$ cat config.mk
export PLATFORM = sky130hd
export DESIGN_NAME = mesi_line_array
export DESIGN_NICKNAME = d
export VERILOG_FILES = /design/src/rtl/mesi_pkg.sv /design/src/rtl/mesi_next_state.sv /design/src/rtl/mesi_line_array.sv
export SDC_FILE = /design/constraint.sdc
export NUM_CORES = 1
export LEC_CHECK = 0
export BUFFER_PORTS_ARGS = -buffer_cell sky130_fd_sc_hd__buf_2
export CORE_ASPECT_RATIO = 2
export CORE_MARGIN = 2
export CORE_UTILIZATION = 47
export DETAILED_ROUTE_END_ITERATION = 7
export PLACE_DENSITY = 0.78
export SETUP_SLACK_MARGIN = 0.5
export SYNTH_ARGS = -nofsm -noshare
export SYNTH_HDL_FRONTEND = slang
export SYNTH_SLANG_ARGS = --single-unit
$ cat constraint.sdc
create_clock -name clk -period 2.7 [get_ports clk]
set_clock_uncertainty 0.1 [all_clocks]
set_input_delay 0.54 -clock clk [delete_from_list [all_inputs] [get_ports clk]]
set_output_delay 0.54 -clock clk [all_outputs]
set_load 0.05 [all_outputs]
$ cat src/rtl/mesi_pkg.sv
// Shared MESI encodings: line states, request ops, bus ops and snoop responses.
package mesi_pkg;

    typedef enum logic [1:0] {
        ST_I = 2'b00,
        ST_S = 2'b01,
        ST_E = 2'b10,
        ST_M = 2'b11
    } mesi_state_t;

    typedef enum logic [2:0] {
        OP_PR_READ       = 3'd0,
        OP_PR_WRITE      = 3'd1,
        OP_PR_IFETCH     = 3'd2,
        OP_SN_INVALIDATE = 3'd3,
        OP_SN_READ       = 3'd4,
        OP_SN_WRITE      = 3'd5,
        OP_SN_RWIM       = 3'd6,
        OP_CLEAR         = 3'd7
    } mesi_op_t;

    typedef enum logic [2:0] {
        BUS_NONE       = 3'd0,
        BUS_READ       = 3'd1,
        BUS_RWIM       = 3'd2,
        BUS_INVALIDATE = 3'd3,
        BUS_WRITEBACK  = 3'd4
    } bus_op_t;

    typedef enum logic [1:0] {
        SNP_NOHIT = 2'd0,
        SNP_HIT   = 2'd1,
        SNP_HITM  = 2'd2
    } snoop_t;

    function automatic logic is_proc_op(mesi_op_t op);
        return (op == OP_PR_READ) || (op == OP_PR_WRITE) || (op == OP_PR_IFETCH);
    endfunction

endpackage

$ cat src/rtl/mesi_next_state.sv
// Combinational MESI transition table for one line: (state, op, shared) ->
// (next state, bus op to issue, snoop response, illegal-op flag).
module mesi_next_state
    import mesi_pkg::*;
(
    input  mesi_state_t old_state_i,
    input  mesi_op_t    op_i,
    input  logic        shared_i,
    output mesi_state_t new_state_o,
    output bus_op_t     bus_op_o,
    output snoop_t      snoop_o,
    output logic        err_o
);

    always_comb begin
        new_state_o = old_state_i;
        bus_op_o    = BUS_NONE;
        snoop_o     = SNP_NOHIT;
        err_o       = 1'b0;
        case (op_i)
            OP_PR_READ, OP_PR_IFETCH: begin
                if (old_state_i == ST_I) begin
                    bus_op_o    = BUS_READ;
                    new_state_o = shared_i ? ST_S : ST_E;
                end
            end
            OP_PR_WRITE: begin
                new_state_o = ST_M;
                if (old_state_i == ST_I)      bus_op_o = BUS_RWIM;
                else if (old_state_i == ST_S) bus_op_o = BUS_INVALIDATE;
            end
            OP_SN_READ, OP_SN_RWIM: begin
                if (old_state_i != ST_I) begin
                    new_state_o = (op_i == OP_SN_READ) ? ST_S : ST_I;
                    snoop_o     = SNP_HIT;
                    if (old_state_i == ST_M) begin
                        snoop_o  = SNP_HITM;
                        bus_op_o = BUS_WRITEBACK;
                    end
                end
            end
            OP_SN_INVALIDATE: begin
                // A foreign invalidate can only target a line we share; E/M is a protocol error.
                if (old_state_i == ST_S) begin
                    new_state_o = ST_I;
                    snoop_o     = SNP_HIT;
                end else if (old_state_i != ST_I) begin
                    err_o = 1'b1;
                end
            end
            OP_SN_WRITE: begin
                if (old_state_i != ST_I) err_o = 1'b1;
            end
            OP_CLEAR: new_state_o = ST_I;
            default: ;
        endcase
    end

endmodule

$ cat src/rtl/mesi_line_array.sv
// MESI state array for NUM_LINES lines: one request per cycle, registered response,
// multi-cycle CLEAR sweep. Define MESI_STATS_EN to build the hit/miss/writeback counters.
module mesi_line_array
    import mesi_pkg::*;
#(
    parameter int NUM_LINES = 16,
    parameter int IDX_W     = $clog2(NUM_LINES),
    parameter int STAT_W    = 32
) (
    input  logic              clk,
    input  logic              reset,
    input  logic              req_valid,
    output logic              req_ready,
    input  logic [2:0]        req_op,
    input  logic [IDX_W-1:0]  req_idx,
    input  logic              req_shared,
    output logic              rsp_valid,
    output logic [1:0]        rsp_old_state,
    output logic [1:0]        rsp_new_state,
    output logic [2:0]        rsp_bus_op,
    output logic [1:0]        rsp_snoop,
    output logic              rsp_err,
    output logic [STAT_W-1:0] stat_hits,
    output logic [STAT_W-1:0] stat_misses,
    output logic [STAT_W-1:0] stat_wbacks
);

    mesi_state_t [NUM_LINES-1:0] lines_q;
    logic                        clearing_q;
    logic [IDX_W-1:0]            sweep_q;

    logic        rsp_valid_q, rsp_err_q;
    mesi_state_t rsp_old_q, rsp_new_q;
    bus_op_t     rsp_bus_q;
    snoop_t      rsp_snoop_q;

    mesi_op_t    op;
    mesi_state_t old_st, new_st;
    bus_op_t     bus_d;
    snoop_t      snoop_d;
    logic        err_d, accept;

    assign op        = mesi_op_t'(req_op);
    assign old_st    = lines_q[req_idx];
    assign req_ready = !clearing_q;
    assign accept    = req_valid && req_ready;

    mesi_next_state u_next (
        .old_state_i (old_st),
        .op_i        (op),
        .shared_i    (req_shared),
        .new_state_o (new_st),
        .bus_op_o    (bus_d),
        .snoop_o     (snoop_d),
        .err_o       (err_d)
    );

    always_ff @(posedge clk or posedge reset) begin
        if (reset) begin
            for (int i = 0; i < NUM_LINES; i++) lines_q[i] <= ST_I;
            clearing_q  <= 1'b0;
            sweep_q     <= '0;
            rsp_valid_q <= 1'b0;
            rsp_old_q   <= ST_I;
            rsp_new_q   <= ST_I;
            rsp_bus_q   <= BUS_NONE;
            rsp_snoop_q <= SNP_NOHIT;
            rsp_err_q   <= 1'b0;
        end else begin
            rsp_valid_q <= 1'b0;
            if (clearing_q) begin
                lines_q[sweep_q] <= ST_I;
                if (sweep_q == IDX_W'(NUM_LINES - 1)) begin
                    clearing_q  <= 1'b0;
                    sweep_q     <= '0;
                    rsp_valid_q <= 1'b1;
                    rsp_old_q   <= ST_I;
                    rsp_new_q   <= ST_I;
                    rsp_bus_q   <= BUS_NONE;
                    rsp_snoop_q <= SNP_NOHIT;
                    rsp_err_q   <= 1'b0;
                end else begin
                    sweep_q <= sweep_q + 1'b1;
                end
            end else if (accept) begin
                if (op == OP_CLEAR) begin
                    clearing_q <= 1'b1;
                end else begin
                    lines_q[req_idx] <= new_st;
                    rsp_valid_q      <= 1'b1;
                    rsp_old_q        <= old_st;
                    rsp_new_q        <= new_st;
                    rsp_bus_q        <= bus_d;
                    rsp_snoop_q      <= snoop_d;
                    rsp_err_q        <= err_d;
                end
            end
        end
    end

    assign rsp_valid     = rsp_valid_q;
    assign rsp_old_state = rsp_old_q;
    assign rsp_new_state = rsp_new_q;
    assign rsp_bus_op    = rsp_bus_q;
    assign rsp_snoop     = rsp_snoop_q;
    assign rsp_err       = rsp_err_q;

`ifdef MESI_STATS_EN
    logic [STAT_W-1:0] hits_q, misses_q, wbacks_q;
    logic              proc_acc;

    assign proc_acc = accept && is_proc_op(op);

    // Counters saturate at all-ones and survive CLEAR; only reset zeroes them.
    always_ff @(posedge clk or posedge reset) begin
        if (reset) begin
            hits_q   <= '0;
            misses_q <= '0;
            wbacks_q <= '0;
        end else begin
            if (proc_acc && old_st != ST_I && !(&hits_q))   hits_q   <= hits_q + 1'b1;
            if (proc_acc && old_st == ST_I && !(&misses_q)) misses_q <= misses_q + 1'b1;
            if (accept && bus_d == BUS_WRITEBACK && !(&wbacks_q)) wbacks_q <= wbacks_q + 1'b1;
        end
    end

    assign stat_hits   = hits_q;
    assign stat_misses = misses_q;
    assign stat_wbacks = wbacks_q;
`else
    assign stat_hits   = '0;
    assign stat_misses = '0;
    assign stat_wbacks = '0;
`endif

endmodule

==> results.cfg <==
[layout]
multi_input_area_sq_um = 2100
drive_gt1_share_pct = 23.7
layout.nets = 487
stdcell_area_sq_um = 4150
layout_common_cells = 96 x conb_1, 48 x dfrtp_1, 42 x nand2_1
syn2layout_area_growth_pct = 12.6
final_common_cell = conb_1
regArea_sq_um = 1200
insertedDiodeCount = 0
fillers = 701

[grt]
grt_pass1_wl_um = 15800
grt_pass1_vias = 3046
antenna_found_initial = 0
grt_max_degree = 49
grt_use_total_pct = 25.1
gr-total-overflow = 0

[sta]
max_freq_mhz = 372
setup_viol = 0
tns_ps = 0
hold_violations = 0
slew_violations = 0
relSlewSlack_pct = 55.9
rsz0062_at_grt = true
whs_ps = 288
fin_crit_ps = 2690
finalWorstSetupSlack_ps = 11.9
max_slew.worst_pin.slew_ps = 656
period_share_pct = 99.6

[setup_path]
cp_data_arrival_time_ps = 2750
cp_max_fo = 8
crit_required_ps = 2760
endpoint_kind = register
crit_type = in2reg
startpoint_type = input port

[drt]
highest_layer = met4
dr_total_vias = 3212
drt_iter0_drc = 314
ant_nets = 0
post-route-drc-count = 0
wl_met1_um = 3190
wl_um = 10300
routed_via_density = 5.72
wl_met3_um = 667
wl_per_cell_um = 18.3
met2_length_um = 5590
first_pass_iters = 4

[floorplanning]
start_util_pct = 48.5
die_area_sq_um = 8600
rows = 45
coreArea_sq_um = 7600
die_y_um = 129
ioPinCount = 119
die-width_um = 66.6

[placed_design]
gp_congestion = 0.975
place_area_sq_um = 3760
post-place-ws_ps = -409
port_buffers = 22
dp.final_hpwl_um = 7430

[pwr]
leakagePower_nw = 1.90
p_total_mw = 3.69
peakVddDrop_mv = 0.359
power.density_nw_per_um2 = 890

[logic_synthesis]
avgSynthCellArea_sq_um = 8.75
synth_seq_area_share_pct = 32.6
syn-cell-area_sq_um = 3680
yosysWarnings = 0
synth_cell_type_count = 46
synthFlopType = dfrtp_1
async_reset_ff_share_pct = 100
synth-seq-cells = 48
synth_edf_count = 0
synth_cells = 421

[cts]
cts_tree = done
root_buffer = clkbuf_16
cts_max_level = 2
clk_latency_ps = 300
clkTransAtPathRegs_ps = 70
cts_sinks = 48
holdBufCountCts = 0
cts_buffer_depth = 2
numCtsBuffers = 5

[flow_run]
drv_cap = 0

[worst_hold_path]
hold_path.class = in2async

[run_status]
status = finished, final reports clean
==> routing by layer <==
| layer | track usage, % | vias up |
|---|---|---|
| met5 | 0 | - |
| met4 | 21.7 | 0 |
| met3 | 3.91 | 54 |
| met2 | 43.9 | 206 |
| met1 | 24.6 | 1552 |
| li1 | - | 1400 |
==> final timing paths <==
check / cells past startpoint / end / slack (ps) / start
worst max register to register: 11 / lines_q[4] / 20 / lines_q[22]
max in group asynchronous: 3 / lines_q[17] / 1770 / reset
worst max-delay path: 13 / lines_q[4] / 10 / req_idx[0]
worst min-delay path: 3 / rsp_old_state[1] / 290 / reset
worst min register to register: 2 / rsp_new_state[0] / 380 / rsp_new_state[0]
min in group clk: 2 / rsp_new_state[0] / 380 / rsp_new_state[0]
==> through the flow <==
stage | std cells | util [%]
after floorplan | 516 | -
after global placement | 547 | 49.4
after detailed placement | 547 | 49.4
after CTS | 558 | 53.4
after global routing | 562 | 54.6
final | 562 | 54.6
==> worst max-delay path: stages <==
cell and delay (ps):
buf_12 100, buf_12 120, mux4_2 530, a22oi_2 150, nand2_2 120, buf_4 150
ha_2 190, o2bb2ai_1 210, a21oi_2 110, o22ai_2 140, buf_6 170, buf_16 150
mux2i_1 70
==> where the power goes <==
group	switching (mW)	internal [mW]
combinational	1.33	0.602
sequential	0.170	0.934
clock	0.275	0.389
total	1.77	1.93
==> sequential cells by signal, indices dropped and copies added, names as in the netlist <==
signal	flops
sweep_q	4
rsp_valid	1
lines_q	32
rsp_bus_op	3
clearing_q	1
rsp_new_state	2
rsp_old_state	2
rsp_snoop	2
rsp_err	1
==> logic make-up (layout without fill, tap and decap cells) <==
family	after synthesis	after routing	synth area share [%]
DFF	48	48	32.6
adders and majority gates	8	8	2.72
buffers and inverters	127	79	23.9
other	1	96	0.102
AOI/OAI and AO/OA	80	80	14.5
muxes	15	15	6.79
and+or+nand+nor	141	141	19.1
xor gates and xnor gates	1	1	0.238
==> Yosys cell counts, types with 6 or more instances <==
| cell | n | area, sq um |
|---|---|---|
| mux4_2 | 8 | 180 |
| ha_1 | 8 | 100 |
| mux2i_1 | 7 | 70.1 |
| dfrtp_1 | 48 | 1200 |
| nor2b_1 | 6 | 37.5 |
| clkbuf_1 | 9 | 33.8 |
| o21ai_0 | 29 | 145 |
| inv_1 | 9 | 33.8 |
| nand4_1 | 17 | 106 |
| nand2_1 | 42 | 158 |
| buf_4 | 96 | 721 |
| o211ai_1 | 24 | 180 |
| nor2_1 | 9 | 33.8 |
| nor3_1 | 17 | 85.1 |
| nand3_1 | 32 | 160 |
==> cell type report <==
cell class / count / area share (%)
Clock buffer: 7 / 3.68
Inverter: 10 / 0.965
Multi-Input combinational cell: 341 / 50.5
Sequential cell: 48 / 29.0
Tap cell: 94 / 2.83
Timing Repair Buffer: 62 / 13.0
==> what timing repair did <==
item | in CTS | in global routing
buffers inserted | 2 | 3
gates resized for setup | 34 | 9
cloned | 2 | 1
pin swaps | 11 | 4
endpoints found under the setup margin | 39 | 39
No activity file was read; power rests on OpenSTA's default activity.
